## config.mk

```make
export PLATFORM = sky130hd
export DESIGN_NAME = fp_round_unit
export DESIGN_NICKNAME = d
export VERILOG_FILES = /design/src/rtl/fp_round_unit.sv
export SDC_FILE = /design/constraint.sdc
export NUM_CORES = 1
export LEC_CHECK = 0
export CAP_MARGIN = 20
export CORE_MARGIN = 2
export CORE_UTILIZATION = 50
export DETAILED_ROUTE_END_ITERATION = 8
export PLACE_DENSITY = 0.75
export REMOVE_ABC_BUFFERS = 1
export SLEW_MARGIN = 20
export SYNTH_ARGS = -nofsm -noshare
export SYNTH_HDL_FRONTEND = slang
export SYNTH_SLANG_ARGS = --single-unit
```

## constraint.sdc

```tcl
create_clock -name clk_i -period 3.5 [get_ports clk_i]
set_input_delay 0.7 -clock clk_i [delete_from_list [all_inputs] [get_ports clk_i]]
set_output_delay 0.7 -clock clk_i [all_outputs]
set_load 0.01 [all_outputs]
```

## src/rtl/fp_round_unit.sv

```systemverilog
// Single-precision rounding back end: captures an unrounded FU result with G/R/S bits,
// applies the rounding mode over a 4-state FSM and presents the float plus fflags for writeback.
module fp_round_unit #(
  parameter int EXP_W  = 8,
  parameter int MANT_W = 23
) (
  input  logic                      clk_i,
  input  logic                      rst_n_i,
  input  logic                      clk_en_i,
  input  logic                      valid_i,
  input  logic [EXP_W+MANT_W:0]     to_round_unit_i,
  input  logic [2:0]                grs_i,
  input  logic [2:0]                round_mode_i,
  input  logic                      invalid_op_i,
  input  logic                      overflow_i,
  input  logic                      underflow_i,
  input  logic                      div_zero_i,
  output logic                      ready_o,
  output logic [EXP_W+MANT_W:0]     result_o,
  output logic [4:0]                fflags_o,
  output logic                      illegal_rm_o,
  output logic                      valid_o
);
  localparam int W = 1 + EXP_W + MANT_W;
  localparam logic [EXP_W-1:0] EXP_ONES = {EXP_W{1'b1}};
  localparam logic [EXP_W-1:0] EXP_MAXF = {{(EXP_W-1){1'b1}}, 1'b0};
  localparam logic [W-1:0]     QNAN     = {1'b0, EXP_ONES, 1'b1, {(MANT_W-1){1'b0}}};

  typedef enum logic [1:0] {S_IDLE, S_ROUND, S_NORM, S_VALID} state_t;

  typedef struct packed {
    logic              sign;
    logic [EXP_W-1:0]  exp;
    logic [MANT_W-1:0] mant;
    logic [2:0]        grs;
    logic [2:0]        rm;
    logic              nv;
    logic              of;
    logic              uf;
    logic              dz;
  } req_t;

  state_t              state_q, state_d;
  req_t                req_q;
  logic                inc;
  logic [MANT_W+1:0]   sum_d, sum_q;
  logic                carry;
  logic [EXP_W-1:0]    exp_n;
  logic [MANT_W-1:0]   mant_n;
  logic [W-1:0]        inf_res, max_res, ovf_res, res_d;
  logic [4:0]          flags_d;
  logic                illeg_d;

  // FSM: state register / next state / outputs
  always_ff @(posedge clk_i or negedge rst_n_i) begin
    if (!rst_n_i)      state_q <= S_IDLE;
    else if (clk_en_i) state_q <= state_d;
  end

  always_comb begin
    state_d = state_q;
    case (state_q)
      S_IDLE:  if (valid_i) state_d = S_ROUND;
      S_ROUND: state_d = S_NORM;
      S_NORM:  state_d = S_VALID;
      default: state_d = S_IDLE;
    endcase
  end

  always_comb begin
    ready_o = (state_q == S_IDLE);
    valid_o = (state_q == S_VALID);
  end

  always_ff @(posedge clk_i or negedge rst_n_i) begin
    if (!rst_n_i)
      req_q <= '0;
    else if (clk_en_i && state_q == S_IDLE && valid_i)
      req_q <= {to_round_unit_i, grs_i, round_mode_i, invalid_op_i, overflow_i, underflow_i, div_zero_i};
  end

  // Round-up decision and significand add, implicit one included
  always_comb begin
    inc = 1'b0;
    case (req_q.rm)
      3'd0:    inc = req_q.grs[2] & (req_q.grs[1] | req_q.grs[0] | req_q.mant[0]);
      3'd2:    inc = req_q.sign & (|req_q.grs);
      3'd3:    inc = ~req_q.sign & (|req_q.grs);
      3'd4:    inc = req_q.grs[2];
      default: inc = 1'b0;
    endcase
    sum_d = {1'b0, 1'b1, req_q.mant} + {{(MANT_W+1){1'b0}}, inc};
  end

  always_ff @(posedge clk_i or negedge rst_n_i) begin
    if (!rst_n_i)                            sum_q <= '0;
    else if (clk_en_i && state_q == S_ROUND) sum_q <= sum_d;
  end

  // Renormalise on carry-out; the shifted-out bits are all zero in that case
  always_comb begin
    carry   = sum_q[MANT_W+1];
    exp_n   = req_q.exp + {{(EXP_W-1){1'b0}}, carry};
    mant_n  = carry ? sum_q[MANT_W:1] : sum_q[MANT_W-1:0];
    inf_res = {req_q.sign, EXP_ONES, {MANT_W{1'b0}}};
    max_res = {req_q.sign, EXP_MAXF, {MANT_W{1'b1}}};
    case (req_q.rm)
      3'd1:    ovf_res = max_res;
      3'd2:    ovf_res = req_q.sign ? inf_res : max_res;
      3'd3:    ovf_res = req_q.sign ? max_res : inf_res;
      default: ovf_res = inf_res;
    endcase

    res_d   = {req_q.sign, exp_n, mant_n};
    flags_d = {4'b0000, |req_q.grs};
    illeg_d = 1'b0;
    if (req_q.rm > 3'd4) begin
      res_d = QNAN; flags_d = 5'b10000; illeg_d = 1'b1;
    end else if (req_q.nv) begin
      res_d = QNAN; flags_d = 5'b10000;
    end else if (req_q.of) begin
      res_d = ovf_res; flags_d = 5'b00101;
    end else if (req_q.uf) begin
      res_d = '0; flags_d = 5'b00011;
    end else if (req_q.dz) begin
      res_d = {req_q.sign, req_q.exp, req_q.mant}; flags_d = 5'b01000;
    end else if (req_q.exp == EXP_ONES) begin
      res_d   = (|req_q.mant) ? QNAN : {req_q.sign, req_q.exp, req_q.mant};
      flags_d = '0;
    end else if (req_q.exp == '0) begin
      // no denormal output: flush to signed zero, true zero passes unchanged
      res_d   = {req_q.sign, {(W-1){1'b0}}};
      flags_d = (|req_q.mant) ? 5'b00011 : 5'b00000;
    end else if (exp_n == EXP_ONES) begin
      res_d = ovf_res; flags_d = 5'b00101;
    end
  end

  always_ff @(posedge clk_i or negedge rst_n_i) begin
    if (!rst_n_i) begin
      result_o     <= '0;
      fflags_o     <= '0;
      illegal_rm_o <= 1'b0;
    end else if (clk_en_i && state_q == S_NORM) begin
      result_o     <= res_d;
      fflags_o     <= flags_d;
      illegal_rm_o <= illeg_d;
    end
  end

endmodule
```

==> impl_metrics.xml <==
<?xml version="1.0" encoding="UTF-8"?>
<metrics>
  <group name="outcome">
    <metric name="run_status" unit="">finished clean</metric>
  </group>
  <group name="placement">
    <metric name="place_hpwl" unit="um">9670</metric>
    <metric name="gp_congestion" unit="">0.890</metric>
    <metric name="placement.io_buffers" unit="">85</metric>
    <metric name="detailedPlace.worstSlack" unit="ps">395</metric>
  </group>
  <group name="routing">
    <metric name="totalWireLength" unit="um">14200</metric>
    <metric name="vias" unit="">4605</metric>
    <metric name="avgViaCountPerCell" unit="">5.96</metric>
    <metric name="detail-route-antenna-nets" unit="">0</metric>
    <metric name="routed_wire_length_per_instance" unit="um">18.4</metric>
    <metric name="first_pass_iters" unit="">5</metric>
    <metric name="drc" unit="">0</metric>
    <metric name="drt-initial-drc-count" unit="">419</metric>
  </group>
  <group name="power">
    <metric name="cellPowerDensity" unit="nW/um^2">790</metric>
    <metric name="leakagePower" unit="nW">2.87</metric>
    <metric name="worst_ir_drop_vdd" unit="V">0.000513</metric>
  </group>
  <group name="sta">
    <metric name="finalSetupViolations" unit="">0</metric>
    <metric name="clock_period_minus_worst_slack" unit="ps">2810</metric>
    <metric name="timing.final.ws_setup" unit="ps">693</metric>
    <metric name="finalClockSkew" unit="ps">9.74</metric>
    <metric name="slew_viol_final" unit="">0</metric>
    <metric name="max_freq" unit="MHz">356</metric>
    <metric name="worst_pin_slew" unit="ps">711</metric>
    <metric name="finalHoldViolCount" unit="">0</metric>
    <metric name="final_min_period_over_clock_period" unit="%">80.2</metric>
    <metric name="slew_headroom" unit="%">52.4</metric>
    <metric name="setup_tns" unit="ps">0</metric>
    <metric name="unrepaired_setup_endpoints_after_global_routing" unit="">no</metric>
  </group>
  <group name="cells_and_area">
    <metric name="syn2layout_area_growth" unit="%">21.2</metric>
    <metric name="most_common_cell_after_layout_fill_and_taps_aside" unit="">dfrtp_1</metric>
    <metric name="layout.nets" unit="">681</metric>
    <metric name="most-common-layout-cells" unit="">dfrtp_1, clkdlybuf4s50_1, mux2_2</metric>
    <metric name="insertedDiodeCount" unit="">0</metric>
    <metric name="fillCellCount" unit="">970</metric>
    <metric name="drive_above_1_share" unit="%">16.2</metric>
  </group>
  <group name="worst_setup_path">
    <metric name="worst_path_most_repeated_cell" unit="">ha_1</metric>
    <metric name="endpoint_kind" unit="">flip-flop</metric>
    <metric name="path_class" unit="">reg2reg</metric>
    <metric name="startpoint_type" unit="">flip-flop</metric>
    <metric name="crit_path_cell_trace" unit="">ha_1, ha_1, a21oi_1, nand3_1, and3_1, nor2_2, buf_4, a211oi_1, o221ai_2</metric>
    <metric name="worst_path_largest_cell_delay" unit="ps">490</metric>
    <metric name="buffers_inverters_on_critical_path" unit="">1</metric>
    <metric name="critPathSlowestCell" unit="">nor2_2</metric>
    <metric name="path_max_fanout" unit="">15</metric>
    <metric name="worstPathArrival" unit="ps">3050</metric>
    <metric name="critical_path_required" unit="ps">3750</metric>
    <metric name="path_delay_family" unit="">simple AND/OR/NAND/NOR gates</metric>
  </group>
  <group name="clock_network">
    <metric name="clock_tree_from_tritoncts" unit="">built</metric>
    <metric name="h-tree-depth" unit="">3</metric>
    <metric name="holdBufCountCts" unit="">0</metric>
    <metric name="clock_insertion_delay_at_the_later_pin_of_the_skew_report" unit="ps">350</metric>
    <metric name="cts_bufs_inserted" unit="">9</metric>
    <metric name="root_buffer" unit="">clkbuf_16</metric>
    <metric name="postCtsSetupRepairBufs" unit="">0</metric>
    <metric name="clock_path_buffers" unit="">2</metric>
    <metric name="numClockSinks" unit="">107</metric>
    <metric name="cts.repair.resized" unit="">0</metric>
    <metric name="clk_pin_slew" unit="ps">70</metric>
  </group>
  <group name="yosys">
    <metric name="yosys.cell_types.count" unit="">55</metric>
    <metric name="synth_top_family_by_area" unit="">compound AO/OA/AOI/OAI gates</metric>
    <metric name="synth-compound-area-share" unit="%">19.6</metric>
    <metric name="synth_enable_flop_cells" unit="">0</metric>
    <metric name="synth_seq_cells" unit="">107</metric>
    <metric name="synthMuxAreaShare" unit="%">9.51</metric>
    <metric name="ys_warn_count" unit="">0</metric>
    <metric name="asyncSetResetFlopFracSynth" unit="%">100</metric>
    <metric name="ys_seq_area_share" unit="%">46.1</metric>
    <metric name="synth_fa_ha_area_share" unit="%">1.94</metric>
    <metric name="synth.avg_cell_area" unit="sq um">10.3</metric>
    <metric name="ys_dominant_reg_cell" unit="">dfrtp_1</metric>
    <metric name="synth.cell_area" unit="sq um">5800</metric>
    <metric name="yosys.area_share.simple" unit="%">14.6</metric>
    <metric name="post_synth_xor_area_fraction" unit="%">3.17</metric>
    <metric name="syn_inst" unit="">561</metric>
  </group>
  <group name="global_routing">
    <metric name="grt_remaining_overflow" unit="">0</metric>
    <metric name="grt_util_all_layers" unit="%">23.2</metric>
    <metric name="antenna_violations_before_repair" unit="">0</metric>
    <metric name="grt_pass1_vias" unit="">4625</metric>
    <metric name="grt_pass1_wl" unit="um">23400</metric>
    <metric name="grt_start_max_net_pins" unit="">63</metric>
  </group>
  <group name="floorplan">
    <metric name="design.portCount" unit="">86</metric>
    <metric name="coreArea" unit="sq um">11400</metric>
    <metric name="rows" unit="">39</metric>
    <metric name="floorplan.die_area" unit="sq um">12500</metric>
    <metric name="initial_standard_cell_utilization_of_the_core" unit="%">51.1</metric>
    <metric name="die_boundary_height" unit="um">112</metric>
    <metric name="dieWidth" unit="um">112</metric>
  </group>
  <group name="job">
    <metric name="maxCapViolations" unit="">0</metric>
  </group>
  <group name="hold_path">
    <metric name="worstHoldPathType" unit="">in2async</metric>
  </group>
</metrics>
[stage by stage]
| stage | utilization (%) | cells | power, mW | area, sq um | hold WS (ps) |
|---|---|---|---|---|---|
| detailed placement | 59.1 | 758 | 4.46 | 6720 | 464 |
| CTS | 61.9 | 773 | 5.57 | 7030 | 389 |
| global placement | 59.1 | 758 | 4.38 | 6720 | 465 |
| floorplan | - | 522 | 3.62 | 5610 | 404 |
| global route | 61.9 | 773 | 5.91 | 7030 | 417 |
| finish | 61.9 | 773 | 5.56 | 7030 | 368 |
[sequential cells by signal, indices dropped and copies added (netlist names)]
register and flops:
sum_q 25, inf_res 1, state_q 2, fflags_o 5, illegal_rm_o 1, req_q 41, result_o 32
[per-layer routing]
metal	GRT usage, %	vias up	share of wire [%]
li1	-	2170	-
met1	32.3	2262	45
met2	36.9	157	48
met3	5.50	16	5.5
met4	6.09	0	1.4
met5	0	-	0
[final timing paths]
kind | start | slack (ps) | endpoint | depth (start not counted)
min in group clk_i | fflags_o[1]$_DFFE_PN0P_ | 470 | fflags_o[1]$_DFFE_PN0P_ | 2
max in group asynchronous | rst_n_i | 2400 | req_q[33]$_DFFE_PN0P_ | 2
setup / recovery | req_q[33]$_DFFE_PN0P_ | 690 | result_o[16]$_DFFE_PN0P_ | 9
setup reg to reg | req_q[33]$_DFFE_PN0P_ | 690 | result_o[16]$_DFFE_PN0P_ | 9
hold / removal | rst_n_i | 370 | result_o[12]$_DFFE_PN0P_ | 1
hold reg to reg | fflags_o[1]$_DFFE_PN0P_ | 470 | fflags_o[1]$_DFFE_PN0P_ | 2
[power breakdown]
group          switching (mW)  internal, mW  total [mW]  leakage, nW
clock                   0.448         0.640        1.09        0.154
combinational            1.01          1.07        2.08         1.39
sequential              0.652          1.74        2.39         1.32
total                    2.11          3.45        5.56         2.87
[area by class of cell]
cell class | instances | area [sq um] | area share, %
multi-input cells | 388 | 2840 | 40.3
flip-flops and latches | 107 | 2680 | 38.1
inverters | 27 | 101 | 1.44
repair buffers | 93 | 921 | 13.1
clock buffers | 10 | 239 | 3.40
clock inverters | 5 | 77.6 | 1.10
well taps | 143 | 179 | 2.54
[cells by family after synthesis]
group	Yosys count
adders and majority gates	9
muxes	49
DFF	107
buffers and inverters	66
AOI/OAI and AO/OA	149
xor gates and xnor gates	21
and+or+nand+nor	160
[worst register-to-register path, cell delays in order, from the launching register on]
cell and delay, ps:
dfrtp_1 440, ha_1 280, ha_1 290, a21oi_1 240, nand3_1 100, and3_1 250, nor2_2 490, buf_4 340
a211oi_1 100, o221ai_2 180
[synth_stat cells (3+ instances only)]
master | n | share of area, %
mux2_2 | 49 | 9.5
and4_1 | 5 | 0.75
a31oi_1 | 4 | 0.43
nor2_1 | 26 | 1.7
a211oi_1 | 22 | 2.8
o21ai_1 | 3 | 0.26
nor3_1 | 9 | 0.78
nor2b_1 | 25 | 2.7
a21oi_1 | 40 | 3.4
nand4_1 | 11 | 1.2
and2_1 | 3 | 0.32
nor4_1 | 8 | 0.86
buf_2 | 9 | 0.78
clkbuf_1 | 24 | 1.6
dfrtp_1 | 107 | 46
nand3_1 | 16 | 1.4
o21a_1 | 5 | 0.65
inv_1 | 27 | 1.7
buf_6 | 4 | 0.78
and3_1 | 5 | 0.54
o221ai_2 | 19 | 4.9
o31ai_1 | 3 | 0.39
xnor2_1 | 20 | 3.0
nand2_1 | 41 | 2.7
ha_1 | 9 | 1.9
o221ai_1 | 3 | 0.45
o21ai_0 | 26 | 2.2
o211ai_1 | 6 | 0.78
Note: power is estimated with default switching activity, not from simulation.
==> RTL edit 1 (same settings) <==
`EXP_W`: 8 -> 7.
--- a/src/rtl/fp_round_unit.sv
+++ b/src/rtl/fp_round_unit.sv
@@ -1,7 +1,7 @@
 // Single-precision rounding back end: captures an unrounded FU result with G/R/S bits,
 // applies the rounding mode over a 4-state FSM and presents the float plus fflags for writeback.
 module fp_round_unit #(
-  parameter int EXP_W  = 8,
+  parameter int EXP_W  = 7,
   parameter int MANT_W = 23
 ) (
   input  logic                      clk_i,
Interface: changed (resized result_o and to_round_unit_i); port bits go from 86 to 84. The function was not compared with the original's and may differ.
==> RTL edit 1 against the unedited design <==
  * Setup slack worse by 0.24 ns
  * Routed wire length is 1.4% lower
  * Area after synthesis is 0.88% lower
  * Sequential cell count is 2 lower
  * Global-route usage is 0.21 points higher
  * Worst hold slack better by 0.12 ns
  * Final area is 0.37% lower
  * Power is 2.5% higher
  * Critical path type unchanged
==> RTL edit 1: results (changes against the unedited design) <==
Global route
  – Total global-route track usage: 23.4% (was 23.2%)
  – First-pass GRT wire length: 23300 µm (was 23400 µm)
  – Vias in the first global route: 4665 (was 4625)

Placed design
  – Hpwl dp: 9880 µm (was 9670 µm)
  – IO Port Bufs: 83 (was 85)
  – Routability cong.: 0.893 (was 0.890)

Run status
  – Outcome: completed (unchanged)

Final layout
  – Largest regs: req_q: 40 flops, result_o: 31 flops, sum_q: 25 flops (was req_q: 41 flops, result_o: 32 flops, sum_q: 25 flops)
  – Share of cells above drive strength 1: 15.5% (was 16.2%)
  – Final nets: 684 (was 681)
  – # fillers: 967 (was 970)

Power
  – Comb. pwr: 0.00215 W (was 0.00208 W)
  – Pint: 0.00348 W (was 0.00345 W)
  – P_leak: 3.00 nW (was 2.87 nW)
  – Clk pwr share: 19.0% (was 19.6%)
  – Maximum VDD drop: 0.000567 V (was 0.000513 V)

Synth
  – Synth Area in Adders: 2.17% (was 1.94%)
  – Seq/Total Area, Yosys: 45.7% (was 46.1%)
  – Compound-Gate Fraction of Synth Area: 16.3% (was 19.6%)
  – Synth cell count leaders: 105 x dfrtp_1, 70 x nand2_1, 52 x mux2_2, 26 x nor2_1, 25 x o21ai_0 (was 107 x dfrtp_1, 49 x mux2_2, 41 x nand2_1, 40 x a21oi_1, 27 x inv_1)

Route
  – Vias per cell: 5.89 (was 5.96)
  – Detailed Route WL: 14000 µm (was 14200 µm)
  – Initial DRC count: 251 (was 419)

Setup path
  – CP max FO: 9 (was 15)
  – CP max stage cell: dfrtp_1 (was nor2_2)
  – CP arrival: 3.26 ns (was 3.05 ns)
  – Worst path max stage delay: 0.54 ns (was 0.49 ns)

STA
  – Final setup skew: 0.00495 ns (was 0.00974 ns)
  – Normalized max-slew margin: 38.3% (was 52.4%)

Clock tree
  – Setup bufs post-CTS: 0 (unchanged)
-- RTL edit 1: changes by cell type in the layout (fill, tap and decap cells not counted), sizes merged, moves of 7 or more --
| cell | unedited run | this run |
|---|---|---|
| o221ai | 22 | 1 |
| a221o | 0 | 17 |
| nor2b | 25 | 6 |
| a211oi | 22 | 1 |
| a21oi | 40 | 24 |
| nand2 | 42 | 70 |
| inv | 27 | 19 |
| nand4 | 11 | 4 |
| o22ai | 1 | 8 |
| mux2i | 0 | 17 |
| a21o | 0 | 15 |
-- RTL edit 1: layout make-up --
class | instances | area (µm²) | area share, %
Inverter | 18 | 67.6 | 0.964
Sequential cell | 105 | 2630 | 37.5
Tap cell | 143 | 179 | 2.55
Clock inverter | 7 | 93.8 | 1.34
Timing Repair Buffer | 94 | 923 | 13.2
Multi-Input combinational cell | 401 | 2890 | 41.2
Clock buffer | 9 | 225 | 3.21
-- RTL edit 1: worst max-delay path: cells and delay by family, from the launching register on --
family | cells | cell delay [ns]
simple gates | 6 | 1.22
fa+ha+maj | 3 | 0.73
flops | 1 | 0.54
compound gates | 2 | 0.22
xor+xnor | 1 | 0.17
-- RTL edit 1: per-stage QoR --
stage / setup WS, ns / hold slack, ns / cell area, µm² / std cells
2_1_floorplan: 0.324 / 0.404 / 5580 / 524
3_3_place_gp: 0.593 / 0.462 / 6690 / 761
3_5_place_dp: 0.520 / 0.486 / 6690 / 761
4_1_cts: 0.538 / 0.504 / 7010 / 777
5_1_grt: 0.253 / 0.531 / 7010 / 777
6_report: 0.455 / 0.486 / 7010 / 777
-- RTL edit 1: logic make-up after synthesis --
kind of cell               count (synthesis)
and+or+nand+nor                          167
DFF                                      105
AOI/OAI and AO/OA                        132
muxes                                     69
adders and majority gates                 10
buffers and inverters                     56
xor gates and xnor gates                  23
-- RTL edit 1: final timing paths --
path                       slack, ns                 endpoint  cells after the start                 start
hold / removal                  0.49  result_o[7]$_DFFE_PN0P_                      1               rst_n_i
setup reg to reg                0.46    sum_q[22]$_DFFE_PN0P_                     12  req_q[6]$_DFFE_PN0P_
max in group asynchronous       2.24    req_q[39]$_DFFE_PN0P_                      2               rst_n_i
setup / recovery                0.46    sum_q[22]$_DFFE_PN0P_                     12  req_q[6]$_DFFE_PN0P_
hold reg to reg                 0.49     sum_q[0]$_DFFE_PN0P_                      2  sum_q[0]$_DFFE_PN0P_
min in group clk_i              0.49     sum_q[0]$_DFFE_PN0P_                      2  sum_q[0]$_DFFE_PN0P_
-- RTL edit 1: per-layer routing --
metal | vias up | routed length [µm] | global-route usage, % | part of all wire [%]
li1 | 2149 | - | - | -
met5 | - | 0 | 0 | 0
met2 | 166 | 6860 | 39.2 | 49
met4 | 0 | 216 | 6.58 | 1.5
met1 | 2238 | 6030 | 30.5 | 43
met3 | 25 | 893 | 5.63 | 6.4
==> RTL edit 2 (same flow settings) <==
Made on the original files. Encoding of `state_t`: now one-hot (4 bits for 4 states).
--- a/src/rtl/fp_round_unit.sv
+++ b/src/rtl/fp_round_unit.sv
@@ -26,7 +26,7 @@
   localparam logic [EXP_W-1:0] EXP_MAXF = {{(EXP_W-1){1'b1}}, 1'b0};
   localparam logic [W-1:0]     QNAN     = {1'b0, EXP_ONES, 1'b1, {(MANT_W-1){1'b0}}};
 
-  typedef enum logic [1:0] {S_IDLE, S_ROUND, S_NORM, S_VALID} state_t;
+  typedef enum logic [3:0] {S_IDLE = 4'b0001, S_ROUND = 4'b0010, S_NORM = 4'b0100, S_VALID = 4'b1000} state_t;
 
   typedef struct packed {
     logic              sign;
Formal check against the unedited RTL: same outputs for any inputs over 4 cycles, from zero or initial values and one cycle with rst_n_i low; so few cycles prove little.
==> RTL edit 2 against the unedited design <==
  * Final area up 1.3%
  * Combinational power rose by 7%
  * Via count up 10%
  * Area after synthesis up 1.6%
  * Setup slack got worse by 0.094 ns
  * Routed wire length is 6.9% higher
  * Sequential cell count increased by 2
  * Synthesized cell count rose by 8.7%
  * Power rose by 3.8%
  * Highest routed layer unchanged
  * Non-clock buffer count rose by 1
  * Largest power group unchanged
==> RTL edit 2: results (changes against the unedited design) <==
Synth
  – Synth area leaders: dfrtp_1 46%, o21ai_0 6.2%, mux2_2 5.3% (was dfrtp_1 46%, mux2_2 9.5%, o221ai_2 4.9%)
  – Seq/Total Area, Yosys: 46.3% (was 46.1%)
  – Synth Area per Inst: 9.67 µm² (was 10.3 µm²)
  – Synth cell count leaders: 108 x dfrtp_1, 73 x o21ai_0, 69 x nand2_1, 32 x a21oi_1, 30 x inv_1 (was 107 x dfrtp_1, 49 x mux2_2, 41 x nand2_1, 40 x a21oi_1, 27 x inv_1)
  – Yosys warns: 0 (unchanged)
  – Yosys cell types: 63 (was 55)
  – Synthesis-stage register bit count: 109 (was 107)

Power
  – Switch Pwr: 0.00222 W (was 0.00211 W)
  – Maximum VDD drop: 0.000454 V (was 0.000513 V)
  – P_leak: 2.90 nW (was 2.87 nW)

Final layout
  – Final non-filler cell total: 826 (was 773)
  – # fillers: 973 (was 970)
  – Multi-input combinational area share: 40.4% (was 40.3%)
  – Final nets: 729 (was 681)
  – Count of clock buffers in the final design: 11 (was 10)
  – Share of cells above drive strength 1: 11.6% (was 16.2%)
  – Sequential share of cell area: 38.3% (was 38.1%)
  – Non-clock buffer share: 13.0% (was 13.1%)
  – Comb_multi_in: 434 (was 388)

Route
  – Detailed Route WL: 15200 µm (was 14200 µm)
  – Vias per cell: 6.14 (was 5.96)
  – Initial DRC count: 325 (was 419)

Placed design
  – Hpwl dp: 10400 µm (was 9670 µm)
  – Post-place setup slack: 0.537 ns (was 0.395 ns)
  – Post-Place Cells: 810 (was 758)
  – Routability cong.: 0.884 (was 0.890)

Global route
  – First-pass GRT wire length: 25100 µm (was 23400 µm)
  – Total global-route track usage: 24.7% (was 23.2%)
  – Vias in the first global route: 5036 (was 4625)
  – Pin count of the biggest net entering global routing: 69 (was 63)

Run status
  – Outcome: completed (unchanged)

STA
  – Final setup skew: 0.00853 ns (was 0.00974 ns)
  – Final setup margin: 0.600 ns (was 0.693 ns)
  – Normalized max-slew margin: 40.6% (was 52.4%)

Setup path
  – Crit path to: result_o[13]$_DFFE_PN0P_ (was result_o[16]$_DFFE_PN0P_)
  – Worst r2r path cells: 8 (was 9)
  – CP arrival: 3.08 ns (was 3.05 ns)
==> RTL edit 2: how the worst min path moves through the flow <==
stage | endpoint
after floorplan | fflags_o[0]$_DFFE_PN0P_
after global placement | sum_q[23]$_DFFE_PN0P_
after detailed placement | sum_q[23]$_DFFE_PN0P_
after CTS | sum_q[23]$_DFFE_PN0P_
after global routing | result_o[29]$_DFFE_PN0P_
final | result_o[1]$_DFFE_PN0P_
==> RTL edit 2: through the flow <==
stage / hold WS [ns] / instance area [µm²]
6_report: 0.465 / 7120
5_1_grt: 0.516 / 7120
4_1_cts: 0.490 / 7120
3_5_place_dp: 0.474 / 6830
3_3_place_gp: 0.466 / 6830
2_1_floorplan: 0.404 / 5720
==> RTL edit 2: logic make-up after synthesis <==
group | synth area share, %
compound gates | 21.2
xor+xnor | 3.12
fa+ha+maj | 1.06
buf+inv | 4.94
flops | 46.3
mux | 6.02
simple gates | 17.4
==> RTL edit 2: power by group through the flow <==
stage          Sequential, W  Clock (W)  Combinational [W]
6_report             0.00252    0.00102            0.00223
5_1_grt              0.00260    0.00109            0.00246
4_1_cts              0.00250    0.00104            0.00223
3_5_place_dp         0.00252          0            0.00221
3_3_place_gp         0.00249          0            0.00214
2_1_floorplan        0.00240          0            0.00135
==> RTL edit 2: metal layers <==
metal	GRT usage [%]	up-vias	part of all wire, %
li1	-	2346	-
met1	33.6	2509	43
met2	40.4	188	49
met3	4.70	26	6.0
met4	7.24	0	1.9
met5	0	-	0
==> RTL edit 2: critical path, stage by stage, from the launching register on <==
cell       delay (ns)
dfrtp_1          0.43
ha_1             0.29
ha_1             0.33
nand4_1          0.16
a2111oi_4        0.35
buf_4            0.22
nor2_2           0.07
o2111ai_4        0.61
o221ai_1         0.25
